File: config.mk
export PLATFORM = sky130hd
export DESIGN_NAME = lb_arbiter
export DESIGN_NICKNAME = d
export VERILOG_FILES = /design/src/rtl/lb_arbiter.sv
export SDC_FILE = /design/constraint.sdc
export NUM_CORES = 1
export LEC_CHECK = 0
export ABC_AREA = 0
export BUFFER_PORTS_ARGS = -buffer_cell sky130_fd_sc_hd__buf_2
export CELL_PAD_IN_SITES_DETAIL_PLACEMENT = 0
export CELL_PAD_IN_SITES_GLOBAL_PLACEMENT = 1
export CORE_AREA = 2 2 121 123
export DETAILED_ROUTE_END_ITERATION = 8
export DIE_AREA = 0 0 123 125
export PLACE_DENSITY = 0.73
export RECOVER_POWER = 25
export REMOVE_ABC_BUFFERS = 1
export SYNTH_ARGS = -nofsm -noshare
export SYNTH_HDL_FRONTEND = slang
export SYNTH_SLANG_ARGS = --single-unit
File: constraint.sdc
create_clock -name clk -period 4 [get_ports clk]
set_input_delay 0.2 -clock clk [delete_from_list [all_inputs] [get_ports clk]]
set_output_delay 0.2 -clock clk [all_outputs]
set_load 0.01 [all_outputs]
File: src/rtl/lb_arbiter.sv
// Two-master round-robin arbiter for a simple local bus.
// One owner at a time; an idle cycle always separates grants.
module lb_arbiter #(
    parameter int ADDR_W = 16,
    parameter int DATA_W = 32,
    localparam int STRB_W = DATA_W / 8
) (
    input  logic              clk,
    input  logic              rst,
    input  logic [ADDR_W-1:0] m0_lb_waddr,
    input  logic [DATA_W-1:0] m0_lb_wdata,
    input  logic [STRB_W-1:0] m0_lb_wstrb,
    input  logic              m0_lb_wen,
    output logic              m0_lb_wready,
    input  logic [ADDR_W-1:0] m0_lb_raddr,
    input  logic              m0_lb_ren,
    output logic [DATA_W-1:0] m0_lb_rdata,
    output logic              m0_lb_rvalid,
    input  logic [ADDR_W-1:0] m1_lb_waddr,
    input  logic [DATA_W-1:0] m1_lb_wdata,
    input  logic [STRB_W-1:0] m1_lb_wstrb,
    input  logic              m1_lb_wen,
    output logic              m1_lb_wready,
    input  logic [ADDR_W-1:0] m1_lb_raddr,
    input  logic              m1_lb_ren,
    output logic [DATA_W-1:0] m1_lb_rdata,
    output logic              m1_lb_rvalid,
    output logic [ADDR_W-1:0] lb_waddr,
    output logic [DATA_W-1:0] lb_wdata,
    output logic [STRB_W-1:0] lb_wstrb,
    output logic              lb_wen,
    input  logic              lb_wready,
    output logic [ADDR_W-1:0] lb_raddr,
    output logic              lb_ren,
    input  logic [DATA_W-1:0] lb_rdata,
    input  logic              lb_rvalid,
    output logic [1:0]        gnt
);

    typedef enum logic [1:0] {
        IDLE = 2'd0,
        WR   = 2'd1,
        RD   = 2'd2
    } state_t;

    state_t r_state;
    state_t w_state_nxt;

    logic       r_gnt_idx;
    logic       r_last;
    logic [1:0] r_gnt;

    logic              w_req0;
    logic              w_req1;
    logic              w_any_req;
    logic              w_win;
    logic              w_win_wen;
    logic [ADDR_W-1:0] w_sel_waddr;
    logic [DATA_W-1:0] w_sel_wdata;
    logic [STRB_W-1:0] w_sel_wstrb;
    logic              w_sel_wen;
    logic [ADDR_W-1:0] w_sel_raddr;
    logic              w_sel_ren;

    assign w_req0    = m0_lb_wen | m0_lb_ren;
    assign w_req1    = m1_lb_wen | m1_lb_ren;
    assign w_any_req = w_req0 | w_req1;
    assign gnt       = r_gnt;

    // Round-robin pick: a lone requester wins, otherwise the non-last master.
    always_comb begin
        w_win = w_req1;
        if (w_req0 && w_req1) begin
            w_win = ~r_last;
        end
        w_win_wen = w_win ? m1_lb_wen : m0_lb_wen;
    end

    // Steer the granted master's request fields toward the downstream bus.
    always_comb begin
        w_sel_waddr = r_gnt_idx ? m1_lb_waddr : m0_lb_waddr;
        w_sel_wdata = r_gnt_idx ? m1_lb_wdata : m0_lb_wdata;
        w_sel_wstrb = r_gnt_idx ? m1_lb_wstrb : m0_lb_wstrb;
        w_sel_wen   = r_gnt_idx ? m1_lb_wen   : m0_lb_wen;
        w_sel_raddr = r_gnt_idx ? m1_lb_raddr : m0_lb_raddr;
        w_sel_ren   = r_gnt_idx ? m1_lb_ren   : m0_lb_ren;
    end

    // Next state: grant from IDLE, leave on completion or a dropped request.
    always_comb begin
        w_state_nxt = r_state;
        unique case (r_state)
            IDLE: begin
                if (w_any_req) begin
                    w_state_nxt = w_win_wen ? WR : RD;
                end
            end
            WR: begin
                if (!w_sel_wen || lb_wready) begin
                    w_state_nxt = IDLE;
                end
            end
            RD: begin
                if (!w_sel_ren || lb_rvalid) begin
                    w_state_nxt = IDLE;
                end
            end
            default: begin
                w_state_nxt = IDLE;
            end
        endcase
    end

    // State, grant index, one-hot grant and last-winner registers.
    always_ff @(posedge clk) begin
        if (rst) begin
            r_state   <= IDLE;
            r_gnt_idx <= 1'b0;
            r_last    <= 1'b1;
            r_gnt     <= 2'b00;
        end else begin
            r_state <= w_state_nxt;
            if (r_state == IDLE) begin
                if (w_any_req) begin
                    r_gnt_idx <= w_win;
                    r_last    <= w_win;
                    r_gnt     <= w_win ? 2'b10 : 2'b01;
                end
            end else if (w_state_nxt == IDLE) begin
                r_gnt <= 2'b00;
            end
        end
    end

    // Bus forwarding; handshakes are gated by the live request so stray
    // ready/valid pulses never reach a master, and reset masks everything.
    always_comb begin
        lb_waddr     = '0;
        lb_wdata     = '0;
        lb_wstrb     = '0;
        lb_wen       = 1'b0;
        lb_raddr     = '0;
        lb_ren       = 1'b0;
        m0_lb_wready = 1'b0;
        m1_lb_wready = 1'b0;
        m0_lb_rvalid = 1'b0;
        m1_lb_rvalid = 1'b0;
        m0_lb_rdata  = '0;
        m1_lb_rdata  = '0;
        if (!rst) begin
            unique case (r_state)
                WR: begin
                    lb_waddr = w_sel_waddr;
                    lb_wdata = w_sel_wdata;
                    lb_wstrb = w_sel_wstrb;
                    lb_wen   = w_sel_wen;
                    if (r_gnt_idx) begin
                        m1_lb_wready = lb_wready & w_sel_wen;
                    end else begin
                        m0_lb_wready = lb_wready & w_sel_wen;
                    end
                end
                RD: begin
                    lb_raddr = w_sel_raddr;
                    lb_ren   = w_sel_ren;
                    if (r_gnt_idx) begin
                        m1_lb_rvalid = lb_rvalid & w_sel_ren;
                        m1_lb_rdata  = lb_rdata;
                    end else begin
                        m0_lb_rvalid = lb_rvalid & w_sel_ren;
                        m0_lb_rdata  = lb_rdata;
                    end
                end
                default: begin
                    lb_wen = 1'b0;
                end
            endcase
        end
    end

endmodule

[Word-level counts from Yosys, hierarchy flattened]
Index checks and enable logic that the tools add are counted.
Widths: inputs -> output; s select.
Storage, ports and cells
  bits in registers: 6
  input port bits: 176
  output and inout bits: 140
Operators by class
  eq/ne operators: 3
  muxes and demuxes: 47
  bitwise operators: 6
  reductions and logical operators: 10
Operators with widths (number)
  $mux 32: 9
  $mux 16: 6
  $mux 1: 20
  $mux 2: 8
  $mux 4: 3
  $pmux 2 s3: 1
  $logic_not 2->1: 2
  $reduce_and 2->1: 2
  $or 1x1->1: 3
  $and 1x1->1: 2
  $eq 2x1->1 const B: 1
  $eq 2x2->1 const B: 1
  $logic_not 1->1: 2
  $logic_or 1x1->1: 2
  $ne 2x2->1 const B: 1
  $reduce_bool 2->1: 1
  $logic_and 1x1->1: 1
  $not 1->1: 1

[Logic depth before layout (Yosys ltp)]
Gate-level depths: netlist of the first run.
  depth in word-level cells: 10
  mapped depth: 6
  depth with buffers taken out: 4

[Worst setup path after synthesis of the first run]
No wires, ideal clock.
  path kind: register -> output
  start point: register r_state[1]
  end point: output m0_lb_wready
  arrival time: 1.284 ns
  path slack: 2.516 ns
  cell stages (with the launch flop): 7
  cells stage by stage: dfxtp_1 > buf_2 > or3b_1 > buf_2 > inv_1 > nand2_1 > nor3b_2
On the way
  cells in the longest elaborated chain, start to end: 3
Ends and longest elaborated chain
  start, declared: RTL line 46  | state_t r_state;
  start signal, assigned: RTL line 122  | r_state <= w_state_nxt;
  $eq 2x1->1: RTL line 151  | unique case (r_state)
  $mux 1: RTL line 151
  $mux 1: RTL line 150  | if (!rst) begin
  end, declared: RTL line 14  | output logic m0_lb_wready,
Every way passes these cells.

[Worst setup path after layout of the first run]
  start point: register r_state[1]
  end point: output m1_lb_rdata[6]
On the way
  cells in the longest elaborated chain, start to end: 3
Ends and longest elaborated chain
  $eq 2x2->1: RTL line 151
  $mux 32: RTL line 151
  $mux 32: RTL line 150
  end, declared: RTL line 26  | output logic [DATA_W-1:0] m1_lb_rdata,
Every way passes these cells.

==> results of run 1 <==
-- state kept, by name (all words and copies together) (netlist names) --
name,flops
r_state,2
r_last,1
r_gnt_idx,1
gnt,2
-- cell families (layout without fill, tap and decap cells) --
logic type / count (synthesis) / after routing / share of synthesized area, %
simple gates: 157 / 157 / 43.6
buf+inv: 28 / 325 / 6.95
mux: 70 / 70 / 37.8
flops: 6 / 6 / 6.48
compound gates: 13 / 13 / 5.13
-- layout make-up --
cell class / count / area, um^2 / share of cell area (%)
clock buffer: 4 / 78.8 / 2.19
inverter: 4 / 15.0 / 0.417
multi-input combinational: 240 / 1590 / 44.3
sequential: 6 / 124 / 3.44
tap: 184 / 230 / 6.40
timing repair buffer: 317 / 1560 / 43.3
-- metal layers --
layer,vias up,share of wire [%],track usage (%)
li1,1502,-,-
met1,1285,40,15.9
met2,194,50,25.1
met3,4,8.7,1.78
met4,0,0.65,2.61
met5,-,0,0
-- cell usage after synthesis (2+ instances only) --
cell      count  share of area, %
nor3_1        2              0.54
mux2i_1      70                38
or3_1         2              0.68
dfxtp_1       6               6.5
a21oi_1       2              0.54
and2_1       64                22
nor2_1       75                15
buf_2        15               4.1
o21ai_0       2              0.54
a32o_1        2               1.1
inv_1         4              0.81
o21a_1        2              0.81
clkbuf_1      7               1.4
nor2_4        2               1.2
nand2_1       4              0.81
nor4_1        2              0.68
-- worst max-delay path, stage by stage, from the launching register on --
cell and delay, ps:
dfxtp_1 480, nand2_1 550, nor2_4 680, and2_1 230, buf_2 130
-- through the flow --
stage          setup WS, ps  instance area [um^2]
6_report               1480                  3600
5_1_grt                1160                  3600
4_1_cts                1520                  3640
3_5_place_dp           1780                  3560
3_3_place_gp           1780                  3560
2_1_floorplan           159                  1740
-- path summary, 6_finish.rpt --
kind	to	cells past startpoint	from	slack, ps
worst min register to register	gnt[1]$_SDFFE_PP0P_	1	gnt[1]$_SDFFE_PP0P_	500
worst max register to register	gnt[1]$_SDFFE_PP0P_	4	r_gnt_idx$_SDFFE_PP0P_	2030
worst max-delay path	m1_lb_rdata[6]	4	r_state[1]$_SDFF_PP0_	1480
worst min-delay path	r_gnt_idx$_SDFFE_PP0P_	2	rst	230
-- power by group --
| part | switching, mW | internal (mW) | leakage [nW] | total (mW) |
|---|---|---|---|---|
| logic | 0.169 | 0.176 | 1.93 | 0.344 |
| registers | 0.0315 | 0.0689 | 0.0504 | 0.100 |
| clock network | 0.0360 | 0.132 | 0.0382 | 0.168 |
==> impl_metrics.toml, run 1 <==
[run_status]
outcome = "finished clean"

[detailed_routing]
drt_iter0_markers = 65
wl_mm = 11.3
post_drt_wl_per_cell_um = 15.0
vias_per_cell = 3.95
dr.pass1.iters = 4
vias = 2985
drtAntennaViolNets = 0
drc = 0

[floorplan]
dieArea_mm2 = 0.0154
rows = 44
ios = 316
initial_core_util_pct = 13.0
die_h_um = 125
core-area_mm2 = 0.0142
die_w_um = 123

[cts]
hold_buffers = 0
post_cts_resized = 0
cts_made_buffers = 3
cts_root_buf = "clkbuf_16"
cts_sinks = 6
cts_setup_buffers = 0
clk_pin_slew_ps = 40
cts_tree = "built"
clkLatencyLatePin_ps = 230
htreeDepth = 1
cts_buffer_depth = 2

[sta]
tns_ps = 0
fin_worst_skew_ps = 2.06
grt_setup_unrepaired = "no"
worst_pin_slew_ps = 811
period_share_pct = 62.9
min_period_ps = 2520
slew_viol_final = 0
hold_slack_ps = 230
hold_viol = 0
max_freq_ghz = 0.397
relSlewSlack_pct = 45.8
setup_viol_count_final = 0

[synth]
synth_edf_count = 0
synth-seq-area-share_pct = 6.48
dominantRegCellSynth = "dfxtp_1"
async_reset_ff_share_pct = 0
ys_warn_count = 0
netlist_area_mm2 = 0.00185
ys_types = 29
synth-seq-cells = 6
syn_inst = 274
avgSynthCellArea_um2 = 6.76

[cells_and_area]
nFillCells = 1629
final_cells = 755
finish.utilization_pct = 25.3
area_growth_pct = 94.3
final_cell_mix = "buf_2 (288), nor2_1 (75), mux2i_1 (70)"
drive_above_1_share_pct = 52.0
layout_commonest_cell = "buf_2"
diodes = 0
final_nets = 748

[power_and_ir_drop]
powerDensity_mw_per_mm2 = 170
ir_worst_vdd_mv = 0.0839
power.total_mw = 0.613
p_leak_nw = 2.02

[setup_path]
cp_max_fo = 32
worstSetupEndpointType = "output pin"
cp.arrival_ps = 2320
path_class = "register to output pin"
start_kind = "register"
critPathRequiredTime_ps = 3800

[grt]
grt_max_degree = 41
grt.overflow.total = 0
gr-usage-all-layers_pct = 13.3
antenna_found_initial = 0
first_global_vias = 2749
grt_pass1_wl_mm = 15.5

[placed_design]
gp_congestion = 0.772
dp_hpwl_mm = 9.81
portBuffers = 315
placed_cells = 751

[min_path]
min-delay-path-class = "input pin to register"

[flow_run]
cap_viol_max_count = 0
Power figures use the tool's default switching activity.
==> run 2: changes to the inputs <==
- CORE_AREA: 2 2 121 123 -> 2 2 122 124
- DIE_AREA: 0 0 123 125 -> 0 0 124 126
- PLACE_DENSITY: 0.73 -> 0.75
- clock period: 4 -> 2.1 ns (I/O delays scaled with it)
==> impl_metrics.toml, run 2 (synthesis results as in run 1) <==
[grt]
grt.overflow.total = 0
grt_pass1_wl_mm = 14.9
first_global_vias = 2617
grt_max_degree = 43
gr-usage-all-layers_pct = 12.8
antenna_found_initial = 1

[sta]
worst_pin_slew_ps = 494
relSlewSlack_pct = 66.8
hold_slack_ps = 133
fin_worst_skew_ps = 5.23
grt_setup_unrepaired = "yes"
max_freq_ghz = 0.528
tns_ps = 0
min_period_ps = 1900
slew_viol_final = 0
hold_viol = 0
setup_viol_count_final = 0
period_share_pct = 90.2
fin_ws_ps = 205

[cts]
cts_made_buffers = 3
post_cts_resized = 0
cts_tree = "built"
hold_buffers = 0
cts_buffer_depth = 2
clkLatencyLatePin_ps = 230
htreeDepth = 1
cts_setup_buffers = 0
clk_pin_slew_ps = 40
cts_sinks = 6
cts_root_buf = "clkbuf_16"

[power_and_ir_drop]
ir_worst_vdd_mv = 0.188
p_leak_nw = 2.16
powerDensity_mw_per_mm2 = 322

[setup_path]
setup.worst_path.end = "m0_lb_rdata[16]"
timing.rr.start = "r_gnt_idx$_SDFFE_PP0P_"
regToRegSetupSlack_ps = 650
slowest_delay_ps = 430
cp-startpoint = "r_state[0]$_SDFF_PP0_"
rr_worst_depth = 4
start_kind = "register"
path_class = "register to output pin"
worstSetupEndpointType = "output pin"
critPathRequiredTime_ps = 2000
cp_slowest_cell = "nor2_4"
path_depth = 5
path_buf_inv = 1
path_cells = "nor2_1, nand2_2, nor2_4, and2_1, buf_2"
cp_max_fo = 32
cp.arrival_ps = 1790
cpLargestDelayFamily = "simple AND/OR/NAND/NOR gates"
reg2reg_to = "gnt[1]$_SDFFE_PP0P_"

[detailed_routing]
drt_iter0_markers = 56
vias = 2950
wl_met3_mm = 1.19
drc = 0
dr.pass1.iters = 4
vias_per_cell = 3.88
post_drt_wl_per_cell_um = 14.8
drtAntennaViolNets = 0
dr.max_layer_used = "met4"
met1_length_mm = 4.42
dr_wl_met2_mm = 5.51
wl_mm = 11.2

[cells_and_area]
final_cells = 760
drive_above_1_share_pct = 57.2
final_cell_mix = "buf_2 (312), nor2_1 (75), mux2i_1 (70)"
final_cell_area_mm2 = 0.00371
layout_commonest_cell = "buf_2"
final_nets = 752
area_growth_pct = 100

[placed_design]
portBuffers = 315
placed_area_mm2 = 0.00363
dp_slack_ps = 344
gp_congestion = 0.730
dp_hpwl_mm = 9.81
placed_cells = 755

[floorplan]
dieArea_mm2 = 0.0156
initial_core_util_pct = 12.9
die_w_um = 124
core-area_mm2 = 0.0143
ios = 316
rows = 44
die_h_um = 126

[run_status]
outcome = "finished clean"

[flow_run]
cap_viol_max_count = 0

[min_path]
min-delay-path-class = "input pin to register"
==> run 2: final cells by class <==
class / instances / area [um^2]
fill: 1679 / 10600
timing repair buffer: 321 / 1660
multi-input combinational: 240 / 1610
tap: 184 / 230
sequential: 6 / 124
clock buffer: 4 / 78.8
inverter: 4 / 15.0
antenna: 1 / 2.50
==> run 2: stage by stage <==
step	util [%]	power, mW
floorplan	-	0.561
global placement	25.4	0.888
detailed placement	25.4	0.887
CTS	25.9	1.22
global route	25.9	1.29
finish	25.9	1.20
==> run 2: report_power, final <==
group | internal (mW) | switching, mW
logic | 0.363 | 0.350
registers | 0.131 | 0.0315
clock network | 0.252 | 0.0682
total | 0.747 | 0.449
==> run 2: per-layer routing <==
layer | GRT usage (%) | vias up
met1 | 14.7 | 1232
met5 | 0 | -
li1 | - | 1516
met3 | 2.45 | 6
met4 | 3.37 | 0
met2 | 23.9 | 196
==> run 2: worst min-delay path by stage <==
stage          startpoint                      to  slack (ps)  depth (start not counted)
2_1_floorplan         rst  r_gnt_idx$_SDFFE_PP0P_         170                          1
3_3_place_gp          rst  r_gnt_idx$_SDFFE_PP0P_         370                          2
3_5_place_dp          rst  r_gnt_idx$_SDFFE_PP0P_         370                          2
4_1_cts               rst  r_gnt_idx$_SDFFE_PP0P_         120                          2
5_1_grt               rst  r_gnt_idx$_SDFFE_PP0P_         150                          2
6_report              rst  r_gnt_idx$_SDFFE_PP0P_         130                          2
